==> config.mk <==
export PLATFORM = sky130hd
export DESIGN_NAME = vga_timing_engine
export DESIGN_NICKNAME = d
export VERILOG_FILES = /design/src/rtl/vga_timing_engine.sv
export SDC_FILE = /design/constraint.sdc
export NUM_CORES = 1
export LEC_CHECK = 0
export CORE_ASPECT_RATIO = 1.5
export CORE_UTILIZATION = 50
export CTS_CLUSTER_DIAMETER = 30
export DETAILED_ROUTE_END_ITERATION = 8
export PLACE_DENSITY = 0.79
export SLEW_MARGIN = 0
export SYNTH_ARGS = -nofsm -noshare
export SYNTH_HDL_FRONTEND = slang
export SYNTH_SLANG_ARGS = --single-unit
==> constraint.sdc <==
create_clock -name reloj_nexys -period 2.9 [get_ports reloj_nexys]
set_clock_uncertainty 0.2 [all_clocks]
set_input_delay 0.58 -clock reloj_nexys [delete_from_list [all_inputs] [get_ports reloj_nexys]]
set_output_delay 0.58 -clock reloj_nexys [all_outputs]
set_load 0.01 [all_outputs]
==> src/rtl/vga_timing_engine.sv <==
// VGA raster timing engine.
// Divides the system clock down to the pixel rate, runs the h/v raster
// counters, and registers sync, blanking and colour so that they stay
// aligned with each other. Also provides a frame-locked blink flag.
//
// Ports
//   reloj_nexys    in   system clock
//   reset_interno  in   asynchronous, active-high reset
//   blink_en       in   enable for the blink generator
//   color_in       in   colour for the current pixel_x/pixel_y (same cycle)
//   pixel_tick     out  one-clock strobe every CLK_DIV clocks
//   pixel_x/y      out  current raster position (direct from counters)
//   video_on       out  current position is inside the active area
//   frame_start    out  pulse on the tick where the raster wraps to (0,0)
//   hsync/vsync    out  registered sync, one tick behind the counters
//   rgb_out        out  registered colour, aligned with hsync/vsync
//   blink          out  toggles every BLINK_FRAMES frames while enabled
module vga_timing_engine #(
    parameter int unsigned CLK_DIV      = 4,
    parameter int unsigned H_ACTIVE     = 640,
    parameter int unsigned H_FP         = 16,
    parameter int unsigned H_SYNC       = 96,
    parameter int unsigned H_BP         = 48,
    parameter int unsigned V_ACTIVE     = 480,
    parameter int unsigned V_FP         = 10,
    parameter int unsigned V_SYNC       = 2,
    parameter int unsigned V_BP         = 33,
    parameter bit          HS_POL       = 1'b0,
    parameter bit          VS_POL       = 1'b0,
    parameter int unsigned CNT_W        = 10,
    parameter int unsigned COLOR_W      = 12,
    parameter logic [COLOR_W-1:0] RESET_COLOR = {COLOR_W{1'b1}},
    parameter int unsigned BLINK_FRAMES = 30
) (
    input  logic               reloj_nexys,
    input  logic               reset_interno,
    input  logic               blink_en,
    input  logic [COLOR_W-1:0] color_in,
    output logic               pixel_tick,
    output logic [CNT_W-1:0]   pixel_x,
    output logic [CNT_W-1:0]   pixel_y,
    output logic               video_on,
    output logic               frame_start,
    output logic               hsync,
    output logic               vsync,
    output logic [COLOR_W-1:0] rgb_out,
    output logic               blink
);

    localparam int unsigned H_TOT = H_ACTIVE + H_FP + H_SYNC + H_BP;
    localparam int unsigned V_TOT = V_ACTIVE + V_FP + V_SYNC + V_BP;
    localparam int unsigned DIV_W = (CLK_DIV > 1) ? $clog2(CLK_DIV) : 1;
    localparam int unsigned FRM_W = (BLINK_FRAMES > 1) ? $clog2(BLINK_FRAMES) : 1;

    localparam logic [DIV_W-1:0] DIV_LAST = DIV_W'(CLK_DIV - 1);
    localparam logic [FRM_W-1:0] FRM_LAST = FRM_W'(BLINK_FRAMES - 1);
    localparam logic [CNT_W-1:0] H_LAST   = CNT_W'(H_TOT - 1);
    localparam logic [CNT_W-1:0] V_LAST   = CNT_W'(V_TOT - 1);
    localparam logic [CNT_W-1:0] H_VIS    = CNT_W'(H_ACTIVE);
    localparam logic [CNT_W-1:0] V_VIS    = CNT_W'(V_ACTIVE);
    localparam logic [CNT_W-1:0] H_SS     = CNT_W'(H_ACTIVE + H_FP);
    localparam logic [CNT_W-1:0] H_SE     = CNT_W'(H_ACTIVE + H_FP + H_SYNC);
    localparam logic [CNT_W-1:0] V_SS     = CNT_W'(V_ACTIVE + V_FP);
    localparam logic [CNT_W-1:0] V_SE     = CNT_W'(V_ACTIVE + V_FP + V_SYNC);

    logic [DIV_W-1:0]   div_q,   div_d;
    logic               tick_q,  tick_d;
    logic [CNT_W-1:0]   h_q,     h_d;
    logic [CNT_W-1:0]   v_q,     v_d;
    logic               fs_q,    fs_d;
    logic               hs_q,    hs_d;
    logic               vs_q,    vs_d;
    logic [COLOR_W-1:0] rgb_q,   rgb_d;
    logic [FRM_W-1:0]   fcnt_q,  fcnt_d;
    logic               blink_q, blink_d;
    logic               vis_c;

    assign vis_c = (h_q < H_VIS) && (v_q < V_VIS);

    // Next-state logic for divider, raster counters, output stage and blink.
    always_comb begin
        div_d   = div_q;
        tick_d  = 1'b0;
        h_d     = h_q;
        v_d     = v_q;
        fs_d    = 1'b0;
        hs_d    = hs_q;
        vs_d    = vs_q;
        rgb_d   = rgb_q;
        fcnt_d  = fcnt_q;
        blink_d = blink_q;

        // The strobe is registered, so it is high in the clock after div hits its last value.
        tick_d = (div_q == DIV_LAST);
        div_d  = tick_d ? '0 : div_q + DIV_W'(1);

        if (tick_q) begin
            if (h_q == H_LAST) begin
                h_d = '0;
                v_d = (v_q == V_LAST) ? '0 : v_q + CNT_W'(1);
            end else begin
                h_d = h_q + CNT_W'(1);
            end
            hs_d  = ((h_q >= H_SS) && (h_q < H_SE)) ? HS_POL : ~HS_POL;
            vs_d  = ((v_q >= V_SS) && (v_q < V_SE)) ? VS_POL : ~VS_POL;
            rgb_d = vis_c ? color_in : '0;
        end

        // Look at the counter values that will be live during the next tick.
        fs_d = tick_d && (h_d == H_LAST) && (v_d == V_LAST);

        if (!blink_en) begin
            fcnt_d  = '0;
            blink_d = 1'b0;
        end else if (fs_q) begin
            if (fcnt_q == FRM_LAST) begin
                fcnt_d  = '0;
                blink_d = ~blink_q;
            end else begin
                fcnt_d = fcnt_q + FRM_W'(1);
            end
        end
    end

    // State registers.
    always_ff @(posedge reloj_nexys or posedge reset_interno) begin
        if (reset_interno) begin
            div_q   <= '0;
            tick_q  <= 1'b0;
            h_q     <= '0;
            v_q     <= '0;
            fs_q    <= 1'b0;
            hs_q    <= ~HS_POL;
            vs_q    <= ~VS_POL;
            rgb_q   <= RESET_COLOR;
            fcnt_q  <= '0;
            blink_q <= 1'b0;
        end else begin
            div_q   <= div_d;
            tick_q  <= tick_d;
            h_q     <= h_d;
            v_q     <= v_d;
            fs_q    <= fs_d;
            hs_q    <= hs_d;
            vs_q    <= vs_d;
            rgb_q   <= rgb_d;
            fcnt_q  <= fcnt_d;
            blink_q <= blink_d;
        end
    end

    assign pixel_tick  = tick_q;
    assign pixel_x     = h_q;
    assign pixel_y     = v_q;
    assign video_on    = vis_c;
    assign frame_start = fs_q;
    assign hsync       = hs_q;
    assign vsync       = vs_q;
    assign rgb_out     = rgb_q;
    assign blink       = blink_q;

endmodule

* After elaboration in Yosys (flattened, before gate mapping)
Cells that the tools add are included.
** Word-level totals
- Register bits :: 44
- Output and inout bits :: 38
- Word-level logic and storage cells :: 50
** Operators by class
- Add/sub/neg operators :: 4
- Magnitude comparators :: 6
- Equal/unequal tests :: 8
- Mux-type cells :: 15
- Bitwise logic cells :: 1
- Reduce and logical (&&, ||, !) cells :: 6
** Operators by type and width (count)
- $mux 10 :: 5
- $eq 10x10->1 const B :: 4
- $add 10x1->10 const B :: 2
- $lt 10x10->1 const B :: 2
- $lt 10x9->1 const B :: 2
- $mux 5 :: 3
- $mux 12 :: 1
- $ge 10x10->1 const B :: 1
- $ge 10x9->1 const B :: 1
- $add 5x1->5 const B :: 1
- $eq 5x5->1 const B :: 1
- $logic_and 1x1->1 :: 5
- $mux 1 :: 5
- $ne 2x1->1 const B :: 2
- $add 2x1->2 const B :: 1
- $eq 2x2->1 const B :: 1
- $mux 2 :: 1
- $reduce_and 2->1 :: 1
- $not 1->1 :: 1

* Depth between registers and ports, before layout
- Depth in word-level cells :: 6
- Depth in mapped cells :: 8
- Gate-level depth less buffers :: 8

* Worst setup path before layout
OpenSTA, ideal clock, no wires.
- Path type :: register to output
- Start :: register h_q[8] (netlist: pixel_x[8])
- End :: output port video_on
- Arrival :: 1.401 ns
- Data required time :: 2.120 ns
- Path slack :: 0.719 ns
- Stages on the path, launching flop included :: 6
- Buffers on the path :: 2
- Cell sequence :: dfrtp_1 -> buf_2 -> o21ai_1 -> or3b_1 -> inv_2 -> clkbuf_1
** On the way
- Longest elaborated chain between the ends :: 2
** RTL lines
- start: declaration :: line 68 : logic [CNT_W-1:0] h_q, h_d;
- start signal: assignment :: line 130 : h_q <= '0;
- start signal: assignment :: line 141 : h_q <= h_d;
- $lt 10x10->1 :: line 78 : assign vis_c = (h_q < H_VIS) && (v_q < V_VIS);
- $logic_and 1x1->1 :: line 78
- end: declaration :: line 42 : output logic video_on,
Every way passes these cells.

* Worst setup path after layout
- Start :: register v_q[5] (netlist: pixel_y[5])
- End :: output port video_on
** On the way
- Longest elaborated chain between the ends :: 2
** RTL lines
- start: declaration :: line 69 : logic [CNT_W-1:0] v_q, v_d;
- start signal: assignment :: line 142 : v_q <= v_d;
- $lt 10x9->1 :: line 78
- $logic_and 1x1->1 :: line 78
Every way passes these cells.

==> out/results.ini <==
[status]
outcome = completed

[synthesis]
ys_ff_latch = 44
yosys.area.top_type_share = 0.3153
yosysTopAreaCell = dfrtp_1
syn_area_mm2 = 0.002381
synth_edf_count = 0
yosys_warnings = 0
synthCells = 243
synth-seq-area-share = 0.4698
synth.area.top_cells = dfrtp_1 32%, dfstp_2 15%, nand3_1 5.0%
yosysUniqueCellTypes = 54
async_flop_share = 1.000
synth_nets = 265
ys.flop_type = dfrtp_1
syn_avg_cell_area_um2 = 9.798

[floorplan]
die_h_um = 86.52
core_mm2 = 0.004542
rows = 30
io_pins = 53
die_area_mm2 = 0.005048
die_w_um = 58.35
start_util = 0.5242

[power]
p_int_mw = 0.9386
p_seq_frac = 0.537
p_switching_mw = 0.2385
switching_share = 0.2026
p_leak_nw = 1.329
p_comb_frac = 0.052
irDropWorstVdd_uv = 314.4
power_density_mw_per_mm2 = 382.7
p_clk_frac = 0.410

[clock_network]
cts-htree-levels = 2
clock_latency_ps = 300
postCtsHoldBufs = 0
numCtsBuffers = 5
post_cts_buffers = 0
root_buffer = clkbuf_8
clkSlewWorstSetupHoldPaths_ps = 80
cts_tree = yes
post_cts_resized = 0
cts.sinks = 44
cts.path.max_buffers = 2

[timing]
period_needed_ps = 2723
max_clock_freq_mhz = 367.2
setup_viol = 0
finalMaxSlewViolations = 0
worst_slew_pin_slew_ps = 549.8
period_share = 0.9390
relSlewSlack = 0.6335
fin_setup_tns_ps = 0
rsz0062_at_grt = false
finalHoldViolCount = 0

[global_routing]
grt_max_degree = 45
grt_pass1_vias = 1891
grt_pass1_wl_mm = 8.645
grtUsageTotal = 0.2219
antenna_found_initial = 0
overflow = 0

[drt]
drt-pass1-iter-count = 4
detail_route.wl_per_cell_um = 14.58
vias_per_cell = 5.517
postRouteWirelength_mm = 5.247
num_vias = 1986
ant_nets = 0
initialDrtViolationCount = 82
drc = 0

[layout]
regArea_mm2 = 0.001119
multi_input_comb_area_mm2 = 0.001121
final_cell_mix = 52 x clkdlybuf4s50_1, 30 x dfrtp_1, 24 x nand3_1
postLayoutCellArea_mm2 = 0.003075
fillers = 362
area_growth_pct = 29.16
fin_nets = 317
final_common_cell = clkdlybuf4s50_1
diodes = 0
drive_above_1_share = 0.1318

[setup_path]
start_kind = flop
cp_max_fo = 5
crit_required_ps = 2120
r2r_slack_ps = 530
cp-end-kind = output pin
crit_arrival_ps = 1940
critical_path_class = reg2out

[placement]
io_buffers = 52
placement.cell_area_mm2 = 0.002953
dpl.hpwl_mm = 3.701
gp_congestion = 0.8932

[min_path]
worstHoldPathType = reg2reg

[job]
maxCapViolCount = 0

power groups by stage:
stage	logic [mW]	clock network [mW]	registers [mW]
floorplan	0.0158	0	0.649
global placement	0.0625	0	0.644
detailed placement	0.0630	0	0.644
CTS	0.0635	0.498	0.633
global route	0.0683	0.521	0.633
finish	0.0617	0.483	0.632
routing by layer:
layer  track usage  part of all wire
met4       0.08442             0.024
met3       0.04478             0.047
met1        0.2744              0.43
met2        0.3772              0.50
met5             0                 0
sequential cells by signal (all words and copies together) (netlist names):
name	flops
blink	1
div_q	2
fcnt_q	5
frame_start	1
hsync	1
pixel_tick	1
pixel_x	10
pixel_y	10
rgb_out	12
vsync	1
worst max-delay path, cell delays in order, from the launching register on:
cell             delay (ps)
dfrtp_1                 430
nand2_1                 140
nor2_1                  110
or3b_1                  370
inv_2                    60
clkdlybuf4s50_1         540
cell type report:
cell class                 count  share of cell area
timing repair buffer          57              0.1814
sequential                    44              0.3637
clock buffer                   8             0.03987
multi-input combinational    167              0.3645
tap                           64             0.02604
inverter                      20             0.02441
synth_stat cells (3+ instances only):
library cell  count
a31oi_1           4
and3_1            3
buf_2             5
clkbuf_1          4
dfrtp_1          30
dfstp_2          14
ha_1              7
inv_1            19
nand2_1          22
nand3_1          24
nand4_1           7
nor2_1           15
nor3_1            7
o21ai_0           6
o21ai_1          12
o22ai_1           3
xnor2_1           7
xor2_1            7
worst paths after layout:
kind / depth (start not counted) / endpoint / start
min reg2reg: 1 / div_q[0] / div_q[0]
min in group asynchronous: 3 / fcnt_q[0] / reset_interno
min: 1 / div_q[0] / div_q[0]
max reg2reg: 6 / frame_start / pixel_x[0]
max: 5 / video_on / pixel_y[5]
max in group asynchronous: 3 / hsync / reset_interno
through the flow:
step / total power [mW] / utilization / worst slack, ps / hold slack [ps] / instances
after floorplan: 0.6645 / - / 718.8 / 203.1 / 243
after global placement: 0.7063 / 0.6501 / 509.1 / 216.0 / 352
after detailed placement: 0.7070 / 0.6501 / 504.6 / 247.8 / 352
after CTS: 1.195 / 0.6771 / 157.4 / 260.9 / 360
after global routing: 1.222 / 0.6771 / 102.2 / 274.1 / 360
final: 1.177 / 0.6771 / 176.8 / 256.9 / 360
cell families after synthesis:
kind of cell,Yosys count,share of synthesized area
flops,44,0.4698
fa+ha+maj,7,0.03678
xor+xnor,14,0.05150
compound gates,39,0.1077
buf+inv,32,0.05937
simple gates,104,0.2612
mux,3,0.01366
Note: power is estimated with default switching activity, not from simulation.
